**src/rtl/regfile_wb_arbiter.sv**
```systemverilog
`timescale 1ns/1ps
`default_nettype none
// ============================================================================
//  Module      : regfile_wb_arbiter (with helper regfile_wb_fifo)
//  Description : Shares the single RegFile write port between the ALU (A) and
//                load (B) writeback paths. Each path has a 2-entry FIFO, and
//                the oldest head (by 3-bit arrival stamp) wins the port.
//                Equal stamps are resolved by a round-robin pointer.
//  Option      : WBARB_R0_DROP_EN - addr-0 entries are consumed without
//                raising we (wAddr/wData hold).
//  Revision    : 1.0 - initial release
// ============================================================================

// 2-entry FIFO, slot 0 is always the head; entries are {stamp, addr, data}.
module regfile_wb_fifo #(
   parameter int ADDR_W = 5,
   parameter int DATA_W = 32
) (
   input  logic              clk,
   input  logic              rst,
   input  logic              push,
   input  logic              pop,
   input  logic [2:0]        in_stamp,
   input  logic [ADDR_W-1:0] in_addr,
   input  logic [DATA_W-1:0] in_data,
   output logic [1:0]        count,
   output logic [2:0]        head_stamp,
   output logic [ADDR_W-1:0] head_addr,
   output logic [DATA_W-1:0] head_data
);
   localparam int ENTRY_W = 3 + ADDR_W + DATA_W;

   logic [ENTRY_W-1:0] r_mem [2];
   logic [1:0]         r_count;
   logic               w_wr_idx;

   // Tail slot after an optional pop in the same cycle: count - pop.
   assign w_wr_idx = pop ? r_count[1] : r_count[0];

   // Shift on pop, then write the new entry at the (post-pop) tail.
   always_ff @(posedge clk or posedge rst) begin
      if (rst) begin
         r_mem[0] <= '0;
         r_mem[1] <= '0;
         r_count  <= 2'd0;
      end else begin
         if (pop)
            r_mem[0] <= r_mem[1];
         if (push)
            r_mem[w_wr_idx] <= {in_stamp, in_addr, in_data};
         r_count <= r_count + {1'b0, push} - {1'b0, pop};
      end
   end

   assign count = r_count;
   assign {head_stamp, head_addr, head_data} = r_mem[0];
endmodule

module regfile_wb_arbiter #(
   parameter int ADDR_W = 5,
   parameter int DATA_W = 32
) (
   input  logic              clk,
   input  logic              rst,
   input  logic              a_valid,
   output logic              a_ready,
   input  logic [ADDR_W-1:0] a_addr,
   input  logic [DATA_W-1:0] a_data,
   input  logic              b_valid,
   output logic              b_ready,
   input  logic [ADDR_W-1:0] b_addr,
   input  logic [DATA_W-1:0] b_data,
   output logic              we,
   output logic [ADDR_W-1:0] wAddr,
   output logic [DATA_W-1:0] wData,
   output logic              busy
);
   logic [1:0]        w_count_a, w_count_b;
   logic [2:0]        w_stamp_a, w_stamp_b;
   logic [ADDR_W-1:0] w_addr_a, w_addr_b, w_sel_addr;
   logic [DATA_W-1:0] w_data_a, w_data_b, w_sel_data;
   logic              w_push_a, w_push_b;
   logic              w_grant_a, w_grant_b;
   logic              w_a_ne, w_b_ne, w_tie, w_a_older, w_tie_grant, w_do_write;
   logic [2:0]        w_diff;
   logic [2:0]        r_stamp;
   logic              r_rr;   // 0 = A wins the next tie, 1 = B

   // Readiness looks at the current count only, so a full FIFO never
   // accepts in the cycle it pops; rst forces both low.
   assign a_ready  = ~rst & (w_count_a != 2'd2);
   assign b_ready  = ~rst & (w_count_b != 2'd2);
   assign w_push_a = a_valid & a_ready;
   assign w_push_b = b_valid & b_ready;

   regfile_wb_fifo #(.ADDR_W(ADDR_W), .DATA_W(DATA_W)) u_fifo_a (
      .clk        (clk),
      .rst        (rst),
      .push       (w_push_a),
      .pop        (w_grant_a),
      .in_stamp   (r_stamp),
      .in_addr    (a_addr),
      .in_data    (a_data),
      .count      (w_count_a),
      .head_stamp (w_stamp_a),
      .head_addr  (w_addr_a),
      .head_data  (w_data_a)
   );

   regfile_wb_fifo #(.ADDR_W(ADDR_W), .DATA_W(DATA_W)) u_fifo_b (
      .clk        (clk),
      .rst        (rst),
      .push       (w_push_b),
      .pop        (w_grant_b),
      .in_stamp   (r_stamp),
      .in_addr    (b_addr),
      .in_data    (b_data),
      .count      (w_count_b),
      .head_stamp (w_stamp_b),
      .head_addr  (w_addr_b),
      .head_data  (w_data_b)
   );

   // At most 4 live entries keep stamps within a span of 3, so a modular
   // distance of 1..3 from A to B means A is strictly older.
   assign w_a_ne    = (w_count_a != 2'd0);
   assign w_b_ne    = (w_count_b != 2'd0);
   assign w_diff    = w_stamp_b - w_stamp_a;
   assign w_tie     = (w_diff == 3'd0);
   assign w_a_older = (w_diff != 3'd0) && (w_diff <= 3'd3);
   assign w_tie_grant = w_a_ne & w_b_ne & w_tie;

   // Oldest-first grant; ties go to the round-robin pointer.
   always_comb begin
      w_grant_a = 1'b0;
      w_grant_b = 1'b0;
      if (w_a_ne && w_b_ne) begin
         if (w_tie) begin
            w_grant_a = ~r_rr;
            w_grant_b = r_rr;
         end else if (w_a_older) begin
            w_grant_a = 1'b1;
         end else begin
            w_grant_b = 1'b1;
         end
      end else begin
         w_grant_a = w_a_ne;
         w_grant_b = w_b_ne;
      end
   end

   assign w_sel_addr = w_grant_a ? w_addr_a : w_addr_b;
   assign w_sel_data = w_grant_a ? w_data_a : w_data_b;

`ifdef WBARB_R0_DROP_EN
   // Register 0 is hardwired: its slot is consumed but not written.
   assign w_do_write = (w_grant_a | w_grant_b) & (w_sel_addr != '0);
`else
   assign w_do_write = w_grant_a | w_grant_b;
`endif

   // Shared arrival stamp: advances once per cycle that has any push.
   always_ff @(posedge clk or posedge rst) begin
      if (rst)
         r_stamp <= 3'd0;
      else if (w_push_a | w_push_b)
         r_stamp <= r_stamp + 3'd1;
   end

   // Round-robin pointer flips only when it actually settled a tie.
   always_ff @(posedge clk or posedge rst) begin
      if (rst)
         r_rr <= 1'b0;
      else if (w_tie_grant)
         r_rr <= ~r_rr;
   end

   // Registered write port; address/data hold when nothing is written.
   always_ff @(posedge clk or posedge rst) begin
      if (rst) begin
         we    <= 1'b0;
         wAddr <= '0;
         wData <= '0;
      end else begin
         we <= w_do_write;
         if (w_do_write) begin
            wAddr <= w_sel_addr;
            wData <= w_sel_data;
         end
      end
   end

   assign busy = w_a_ne | w_b_ne;
endmodule
`default_nettype wire
```
**config.mk**
```make
export PLATFORM = sky130hd
export DESIGN_NAME = regfile_wb_arbiter
export DESIGN_NICKNAME = d
export VERILOG_FILES = /design/src/rtl/regfile_wb_arbiter.sv
export SDC_FILE = /design/constraint.sdc
export NUM_CORES = 1
export LEC_CHECK = 0
export BUFFER_PORTS_ARGS = -buffer_cell sky130_fd_sc_hd__buf_2
export CELL_PAD_IN_SITES_DETAIL_PLACEMENT = 0
export CELL_PAD_IN_SITES_GLOBAL_PLACEMENT = 1
export CORE_AREA = 5 5 159 161
export CTS_CLUSTER_DIAMETER = 30
export DETAILED_ROUTE_END_ITERATION = 7
export DIE_AREA = 0 0 164 166
export PLACE_DENSITY = 0.82
export SLEW_MARGIN = 20
export SYNTH_ARGS = -nofsm -noshare
export SYNTH_HDL_FRONTEND = slang
export SYNTH_HIERARCHICAL = 1
export SYNTH_SLANG_ARGS = --single-unit
```
**constraint.sdc**
```tcl
create_clock -name clk -period 2.94 [get_ports clk]
set_input_delay 0.588 -clock clk [delete_from_list [all_inputs] [get_ports clk]]
set_output_delay 0.588 -clock clk [all_outputs]
set_load 0.005 [all_outputs]
```
==> results.md, run 1 <==
- Synth Area in Compound Gates: 0.07654
- Area contributors post-synth: dfrtp_1, mux2_2, mux2_4, buf_4, o22ai_2
- Post-Synth Adder-Cell Area: 0.009248
- Fill cells: 2,005
- CORE AREA: 0.02382 mm2
- CP max FO: 26
- Largest family of logic cells by synthesized area: multiplexers
- Fin Hold WS: 0.07901 ns
- Asr flop ratio synth: 1.000
- GRT Overall Usage: 0.1698
- Synth top area share: 0.5013
- Synth Area in Simple Gates: 0.007788
- Final net count: 846
- Post-cts repair resize count: 0
- Mux share of post-synthesis cell area: 0.2961
- Hpwl dp: 14.83 mm
- Share of layout cells above drive strength 1: 0.6304
- Synth Warn #: 6
- PwrDens: 1700 mW/mm2
- Worst path required time: 3.32 ns
- DRC Markers: 0
- First-pass GRT wire length: 36.31 mm
- IO Count: 119
- # rows: 57
- Initial antenna violation count: 4
- GP Congestion: 0.7659
- Number of DRC markers in iteration 0: 252
- Final setup violation count: 0
- Clk buf depth: 3
- Design area: 0.01215 mm2
- Routed vias/inst: 5.056
- Clock network power share: 0.240
- Syn Nets: 785
- Max-Cap Viols: 0
- HP Class: in2async
- Die H: 166 um
- First-pass DRT Iterations: 4
- CTS root buffer: clkbuf_16
- Hold Vio Cnt, Final: 0
- Postcts setup bufs: 0
- Htree depth: 2
- Sw frac: 0.3093
- Pre-CTS setup slack: 0.03884 ns
- Yosys reg bits: 206
- Critical path class: reg2reg
- Top FF cell, synth: dfrtp_1
- Die width: 164 um
- Grt ovf: 0
- LEAKAGE: 5.657 nW
- Distinct cells, synth: 33
- Sw power: 6.388 mW
- Post-Syn Instances: 700
- Initial Util: 0.4317
- Final TNS setup: 0 ns
- Slew margin rel.: 0.5789
- XOR/XNOR Fraction of Synth Area: 0.008275
- Critical-path top delay cell: fa_1
- Startpoint types: flip-flop
- Synthesized area: 0.01028 mm2
- Unrepaired setup endpoints after global routing: no
- Fin crit share: 0.9779
- Hold-fix buffers at CTS: 0
- Avg Inst Size Synth: 14.69 um2
- Arr. time, crit path: 3.26 ns
- WL/cell: 20.24 um
- Post-synth top cells: dfrtp_1, mux2_2, mux2_4
- Flop pwr share: 0.266
- Largest net degree at the start of global routing: 43
- Total CTS buffers: 40
- P_int: 14.27 mW
- Routed WL: 22.59 mm
- Final clock skew: 0.01262 ns
- VDD IR-drop max: 972.6 uV
- Post-placement cell count: 1,043
- CP Cell Sequence: inv_2, ha_4, inv_2, fa_1, nand3b_1, buf_4, a31oi_4, mux2_4, or2_2, buf_12, mux2_4
- Final Max Tran Viols: 0
- Crit path time final: 2.875 ns
- Die ar.: 0.02722 mm2
- Syn-to-layout area delta: 18.14%
- Setup crit end kind: flip-flop
- Slew @ Worst Pin: 0.6316 ns
- Post-Layout Cell Count: 1,116
- Part of the Yosys area used for sequential elements: 0.5013
- CTS tree: yes
- Slack of the critical path: 0.06490 ns
- Most common cell in the netlist: dfrtp_1
- Vias in the first global route: 6,228
- Critical Path Max Stage Delay: 0.44 ns
- IO buf count: 118
- Status: finished clean
- Skew-Pair Late Insertion Delay: 0.51 ns
- CTS clk-pin slew, worst paths: 0.05 ns
- Vias: 5,642
- Power share of the combinational group: 0.494
- Remaining antenna violation count: 0
- Cell taking the most area after synthesis: dfrtp_1
- Fmax: 347.8 MHz
- Placed Area: 0.01067 mm2
- Sequential cell area: 0.005155 mm2
- Multi-input gate area: 0.004139 mm2
- Post-synth EDFFs: 0
- Sinks on Clock Net: 206
## cell families after synthesis
group / Yosys count
AO/OA/AOI/OAI: 81
XOR/XNOR: 8
adder cells (fa/ha/maj): 7
buffers and inverters: 141
flip-flops: 206
multiplexers: 243
AND/OR/NAND/NOR: 14
## routing by layer
layer  vias to the layer above  share of wire  global-route usage
met1                      2914           0.47              0.2432
met2                       114           0.46              0.2547
li1                       2579              -                   -
met5                         -         0.0018                   0
met4                         4          0.017             0.05252
met3                        31          0.049             0.04269
## final timing paths
path                                         from                     end  slack [ns]  depth (start not counted)
min in group clk                        a_data[5]   u_fifo_a/head_data[5]        0.33                          2
min                                           rst               async pin        0.08                          2
max reg2reg                u_fifo_b/head_stamp[0]  u_fifo_b/head_data[20]        0.06                         11
max in group asynchronous                     rst               async pin        2.15                          3
min reg2reg                                  r_rr                    r_rr        0.49                          1
max                        u_fifo_b/head_stamp[0]  u_fifo_b/head_data[20]        0.06                         11
## critical path, delay by kind of cell, from the launching register on
kind	cells	cell delay, ns
muxes	2	0.65
adders and majority gates	2	0.55
and+or+nand+nor	2	0.52
buffers and inverters	4	0.47
DFF	1	0.38
AOI/OAI and AO/OA	1	0.17
## layout by cell type, fill, tap and decap left out, types with 3 or more instances in the layout
master,synthesis,final
clkbuf_16,0,41
o22ai_2,20,20
buf_2,14,118
a2bb2oi_2,10,10
bufinv_16,0,10
buf_12,8,10
nand2_2,0,3
xnor2_1,6,6
mux2_4,82,82
a2bb2oi_1,27,27
inv_2,0,4
clkinv_2,0,9
inv_1,17,11
o22ai_1,17,17
ha_1,6,5
buf_4,81,14
clkbuf_1,9,5
mux2_2,161,161
clkbuf_8,0,4
dfrtp_1,206,206
## layout make-up
type / instances / share of cell area
inverters: 17 / 0.005459
repair buffers: 143 / 0.07467
clock inverters: 21 / 0.03049
flip-flops and latches: 206 / 0.4243
diodes: 2 / 0.0004120
clock buffers: 50 / 0.09053
multi-input cells: 353 / 0.3407
well taps: 324 / 0.03337
## power by group through the flow
| stage | Sequential, mW | Clock (mW) | Combinational (mW) |
|---|---|---|---|
| floorplan | 5.12 | 0 | 9.20 |
| global placement | 5.46 | 0 | 9.98 |
| detailed placement | 5.50 | 0 | 10.3 |
| CTS | 5.49 | 5.05 | 10.3 |
| global route | 5.66 | 5.19 | 11.0 |
| finish | 5.50 | 4.96 | 10.2 |
## stage by stage
| step | power (mW) | utilization |
|---|---|---|
| 3_5_place_dp | 15.75 | 0.4479 |
| 6_report | 20.66 | 0.5100 |
| 4_1_cts | 20.83 | 0.5096 |
| 3_3_place_gp | 15.44 | 0.4479 |
| 5_1_grt | 21.83 | 0.5100 |
| 2_1_floorplan | 14.32 | - |
Note: power is estimated with default switching activity, not from simulation.
==> run 2, diff against run 1 <==
Settings changed: CORE_AREA 5 5 159 161 to 3 3 149 151, DIE_AREA 0 0 164 166 to 0 0 152 154, PLACE_DENSITY 0.82 to 0.86.
Clock period 2.94 ns to 3.25 ns, I/O delays scaled along.
==> run 2 against run 1 <==
Against the previous run: non-clock buffer count decreased by 4; maximum frequency decreased by 6.1%; utilization increased by 5.0 points; sequential cell count unchanged; register-to-register slack improved by 0.12 ns.
==> results.md, run 2 (synthesis gave the netlist of run 1 again) <==
- Remaining antenna violation count: 0
- Fmax: 326.6 MHz
- Syn-to-layout area delta: 14.12%
- Vias in the first global route: 6,370
- Final clock skew: 0.01780 ns
- Initial Util: 0.4907
- Die ar.: 0.02341 mm2
- CTS root buffer: clkbuf_16
- Hold Vio Cnt, Final: 0
- GP Congestion: 0.7650
- Largest net degree at the start of global routing: 44
- Worst path required time: 3.63 ns
- CTS tree: yes
- Hold-fix buffers at CTS: 0
- Clk buf depth: 3
- First-pass DRT Iterations: 4
- Routed vias/inst: 5.249
- Reg2reg start: u_fifo_a/head_stamp[0]
- Hpwl dp: 15.00 mm
- Slew @ Worst Pin: 0.9446 ns
- Total CTS buffers: 39
- Number of DRC markers in iteration 0: 180
- Fin crit share: 0.9420
- Unrepaired setup endpoints after global routing: no
- CTS clk-pin slew, worst paths: 0.06 ns
- Vias: 5,585
- Critical path class: reg2reg
- GRT Overall Usage: 0.1867
- Skew-Pair Late Insertion Delay: 0.51 ns
- Grt ovf: 0
- Sinks on Clock Net: 206
- Htree depth: 2
- Die H: 154 um
- Share of layout cells above drive strength 1: 0.6285
- DRC Markers: 0
- Initial antenna violation count: 3
- IO buf count: 118
- First-pass GRT wire length: 35.35 mm
- Max-Cap Viols: 0
- Slack of the critical path: 0.1885 ns
- Reg2reg end: u_fifo_a/head_data[30]
- Status: finished clean
- Pre-CTS setup slack: 0.2134 ns
- VDD IR-drop max: 1280 uV
- Final net count: 841
- Postcts setup bufs: 0
- Die width: 152 um
- Commonest non-fill, non-tap cell in the layout: dfrtp_1
- FF-to-FF path depth: 11
- WL/cell: 20.60 um
- R2R setup slack: 0.19 ns
- IO Count: 119
- Most frequent cells in the layout: dfrtp_1, mux2_2, buf_2
- CORE AREA: 0.02096 mm2
- # rows: 53
- Routed WL: 21.92 mm
- Slew margin rel.: 0.3693
- Final Max Tran Viols: 0
- PwrDens: 1521 mW/mm2
- Crit path time final: 3.061 ns
- Final TNS setup: 0 ns
- Setup crit end kind: flip-flop
- Startpoint types: flip-flop
- HP Class: in2async
- Arr. time, crit path: 3.44 ns
- Final setup violation count: 0
- Post-cts repair resize count: 0
- CP max FO: 24
- LEAKAGE: 5.492 nW
-- run 2: cell count changes in the layout (fill, tap and decap cells not counted), moves of 3 or more --
cell	delta
clkinv_2	+3
inv_8	+3
inv_6	+3
buf_12	-10
bufinv_16	-7
buf_4	+7
clkbuf_1	-3
clkinvlp_4	+3
-- run 2: how the worst max path moves through the flow --
stage	from	to	slack (ns)	cells past startpoint
after floorplan	u_fifo_a/head_stamp[0]	u_fifo_a/head_addr[0]	0.05	16
after global placement	u_fifo_a/head_stamp[0]	u_fifo_a/head_data[9]	0.29	11
after detailed placement	u_fifo_a/head_stamp[0]	u_fifo_b/count[1]	0.21	11
after CTS	u_fifo_a/head_stamp[0]	u_fifo_b/count[1]	0.20	11
after global routing	u_fifo_b/head_stamp[0]	u_fifo_a/count[1]	0.02	14
final	u_fifo_a/head_stamp[0]	u_fifo_a/head_data[30]	0.19	11
-- run 2: area by class of cell --
type                    instances  area [um2]
clock buffers                  43        1011
repair buffers                139       748.2
well taps                     275       344.1
clock inverters                28       275.3
flip-flops and latches        206        5155
diodes                          3       7.507
multi-input cells             353        4126
fillers                      1686        9221
inverters                      17       66.31
-- run 2: worst max-delay path: stages (launching register included) --
cell and delay, ns:
dfrtp_1 0.39, ha_1 0.19, inv_1 0.06, fa_1 0.42
nand3b_1 0.27, a21o_1 0.21, nand2_2 0.07, inv_2 0.05
mux2_4 0.30, or2_2 0.30, buf_4 0.28, mux2_4 0.35
-- run 2: power breakdown --
group / internal [mW] / switching, mW
Clock: 2.52 / 1.39
Sequential: 4.06 / 0.956
Combinational: 5.41 / 3.52
-- run 2: through the flow --
step           power (mW)  std cells  hold WS (ns)  cell area [um2]    util
2_1_floorplan       12.90        700        0.4418            10280       -
3_3_place_gp        13.40        990        0.4573            10440  0.4982
3_5_place_dp        13.94        990        0.4606            10440  0.4982
4_1_cts             17.96       1061        0.2480            11730  0.5596
5_1_grt             18.83       1064        0.2882            11730  0.5599
6_report            17.85       1064        0.2533            11730  0.5599
-- run 2: metal layers --
metal / vias to the layer above / wire (um) / global-route usage
met5: - / 0 / 0
met4: 0 / 340 / 0.06036
met3: 23 / 711 / 0.03574
met2: 104 / 10410 / 0.2957
met1: 2898 / 10460 / 0.2614
li1: 2560 / - / -
==> run 3, diff against run 2 <==
Settings changed: CELL_PAD_IN_SITES_DETAIL_PLACEMENT 0 to 1, CELL_PAD_IN_SITES_GLOBAL_PLACEMENT 1 to 2, CORE_AREA 3 3 149 151 to 3 3 161 163, DIE_AREA 0 0 152 154 to 0 0 164 166, PLACE_DENSITY 0.86 to 0.85, SETUP_SLACK_MARGIN from default to 0.15.
==> run 3 against run 2 <==
Against the previous run: sequential cell count unchanged; combinational power increased by 3.9%; worst hold slack improved by 0.076 ns; sequential share of layout area decreased by 1.1 points; clock power increased by 8.7%; via count increased by 3.5%; largest power group unchanged.
==> results.md, run 3 (synthesis gave the netlist of run 1 again) <==
- DRC Markers: 0
- Worst path required time: 3.69 ns
- Largest net degree at the start of global routing: 83
- Skew-Pair Late Insertion Delay: 0.52 ns
- Status: finished clean
- Fmax: 331.3 MHz
- CP max FO: 41
- Syn-to-layout area delta: 16.93%
- Total CTS buffers: 42
- CP Launch Point: u_fifo_b/head_stamp[0]
- Reg2reg end: u_fifo_b/count[1]
- Routed vias/inst: 5.189
- Final clock skew: 0.01260 ns
- Final Max Tran Viols: 0
- Die H: 166 um
- First-pass DRT Iterations: 4
- GRT Overall Usage: 0.1886
- Fill cells: 2,351
- First-pass GRT wire length: 40.33 mm
- Initial antenna violation count: 1
- Worst path top cell family by delay: adder cells
- Htree depth: 2
- LEAKAGE: 5.590 nW
- Reg2reg start: u_fifo_b/head_stamp[0]
- Slew margin rel.: 0.3663
- Die width: 164 um
- Commonest non-fill, non-tap cell in the layout: dfrtp_1
- Sequential cell area: 0.005155 mm2
- FF-to-FF path depth: 13
- Vias: 5,781
- Critical-path top delay cell: fa_1
- CTS clk-pin slew, worst paths: 0.05 ns
- Setup crit end kind: flip-flop
- CP bufs+invs: 5
- IO buf count: 118
- Post-Layout Cell Count: 1,114
- Clk buf depth: 3
- CTS tree: yes
- Hold Vio Cnt, Final: 0
- Number of DRC markers in iteration 0: 181
- CTS root buffer: clkbuf_16
- Remaining antenna violation count: 0
- Most frequent cells in the layout: dfrtp_1, mux2_2, buf_2
- # rows: 57
- Post-placement cell count: 1,035
- Pre-CTS setup slack: 0.1409 ns
- Critical Path Max Stage Delay: 0.48 ns
- Die ar.: 0.02722 mm2
- Crit path time final: 3.019 ns
- Hpwl dp: 17.43 mm
- Multi-input gate area: 0.004144 mm2
- Final setup violation count: 0
- Hold-fix buffers at CTS: 0
- Max-Cap Viols: 0
- Slew @ Worst Pin: 0.9492 ns
- Arr. time, crit path: 3.45 ns
- Final TNS setup: 0 ns
- Fin crit share: 0.9288
- CORE AREA: 0.02446 mm2
- Startpoint types: flip-flop
- Final net count: 841
- PwrDens: 1550 mW/mm2
- Vias in the first global route: 6,865
- Sinks on Clock Net: 206
- Final core occ: 0.4915
- R2R setup slack: 0.23 ns
- Instance count on the critical path: 13
- IO Count: 119
- Critical path endpoint: u_fifo_b/count[1]
- Critical path class: reg2reg
- Routed WL: 25.50 mm
- WL/cell: 22.89 um
- Initial Util: 0.4203
- Unrepaired setup endpoints after global routing: yes
- Postcts setup bufs: 0
- Slack of the critical path: 0.2313 ns
- CP Cell Sequence: inv_2, ha_4, inv_2, fa_1, nand3b_1, buf_4, a31oi_4, clkbuf_8, ha_1, inv_1, ha_1, xnor2_1, xnor2_1
- GP Congestion: 0.7962
- HP Class: in2async
- Grt ovf: 0
- Share of layout cells above drive strength 1: 0.6337
- VDD IR-drop max: 864.9 uV
## run 3: changes by cell type in the layout (fill, tap and decap cells not counted), moves of 3 or more
cell and change:
buf_12 +6, buf_4 -12, clkbuf_16 +5, clkinv_4 +5, inv_8 -3
## run 3: power breakdown
group	internal (mW)	leakage (nW)	switching, mW
Sequential	4.07	2.43	1.05
Clock	2.80	0.699	1.45
Combinational	5.53	2.46	3.74
Total	12.4	5.59	6.24
## run 3: layer usage
metal	vias to the layer above	global-route usage	wire length, um
met2	128	0.3045	12410
met1	3044	0.2547	11440
met5	-	0	0
li1	2565	-	-
met4	0	0.06473	599
met3	44	0.03592	1055
## run 3: final cells by class
cell class / instances / area share
tap: 324 / 0.03372
inverter: 17 / 0.005516
timing repair buffer: 136 / 0.06889
antenna: 1 / 0.0002081
multi-input combinational: 353 / 0.3447
clock buffer: 47 / 0.09241
clock inverter: 30 / 0.02581
sequential: 206 / 0.4288
## run 3: worst min path at each step
| stage | start | endpoint |
|---|---|---|
| finish | rst | u_fifo_b/count[0] |
| global route | rst | u_fifo_b/count[1] |
| CTS | rst | async pin |
| detailed placement | r_rr | r_rr |
| global placement | r_rr | r_rr |
| floorplan | r_rr | r_rr |
## run 3: what timing repair did
action,CTS,global route
pin swaps,0,0
cloned,0,1
endpoints found under the setup margin,1,74
gates resized for setup,1,4
## run 3: worst min-delay path: stages
cell	delay [ns]
buf_2	0.18
clkinv_2	0.08
buf_12	0.35
## run 3: stage by stage
step | power, mW | hold slack [ns] | instance area (um2)
2_1_floorplan | 12.93 | 0.4418 | 10300
3_3_place_gp | 13.52 | 0.4629 | 10560
3_5_place_dp | 14.30 | 0.4662 | 10560
4_1_cts | 18.74 | 0.3429 | 11980
5_1_grt | 19.68 | 0.3609 | 12020
6_report | 18.64 | 0.3294 | 12020
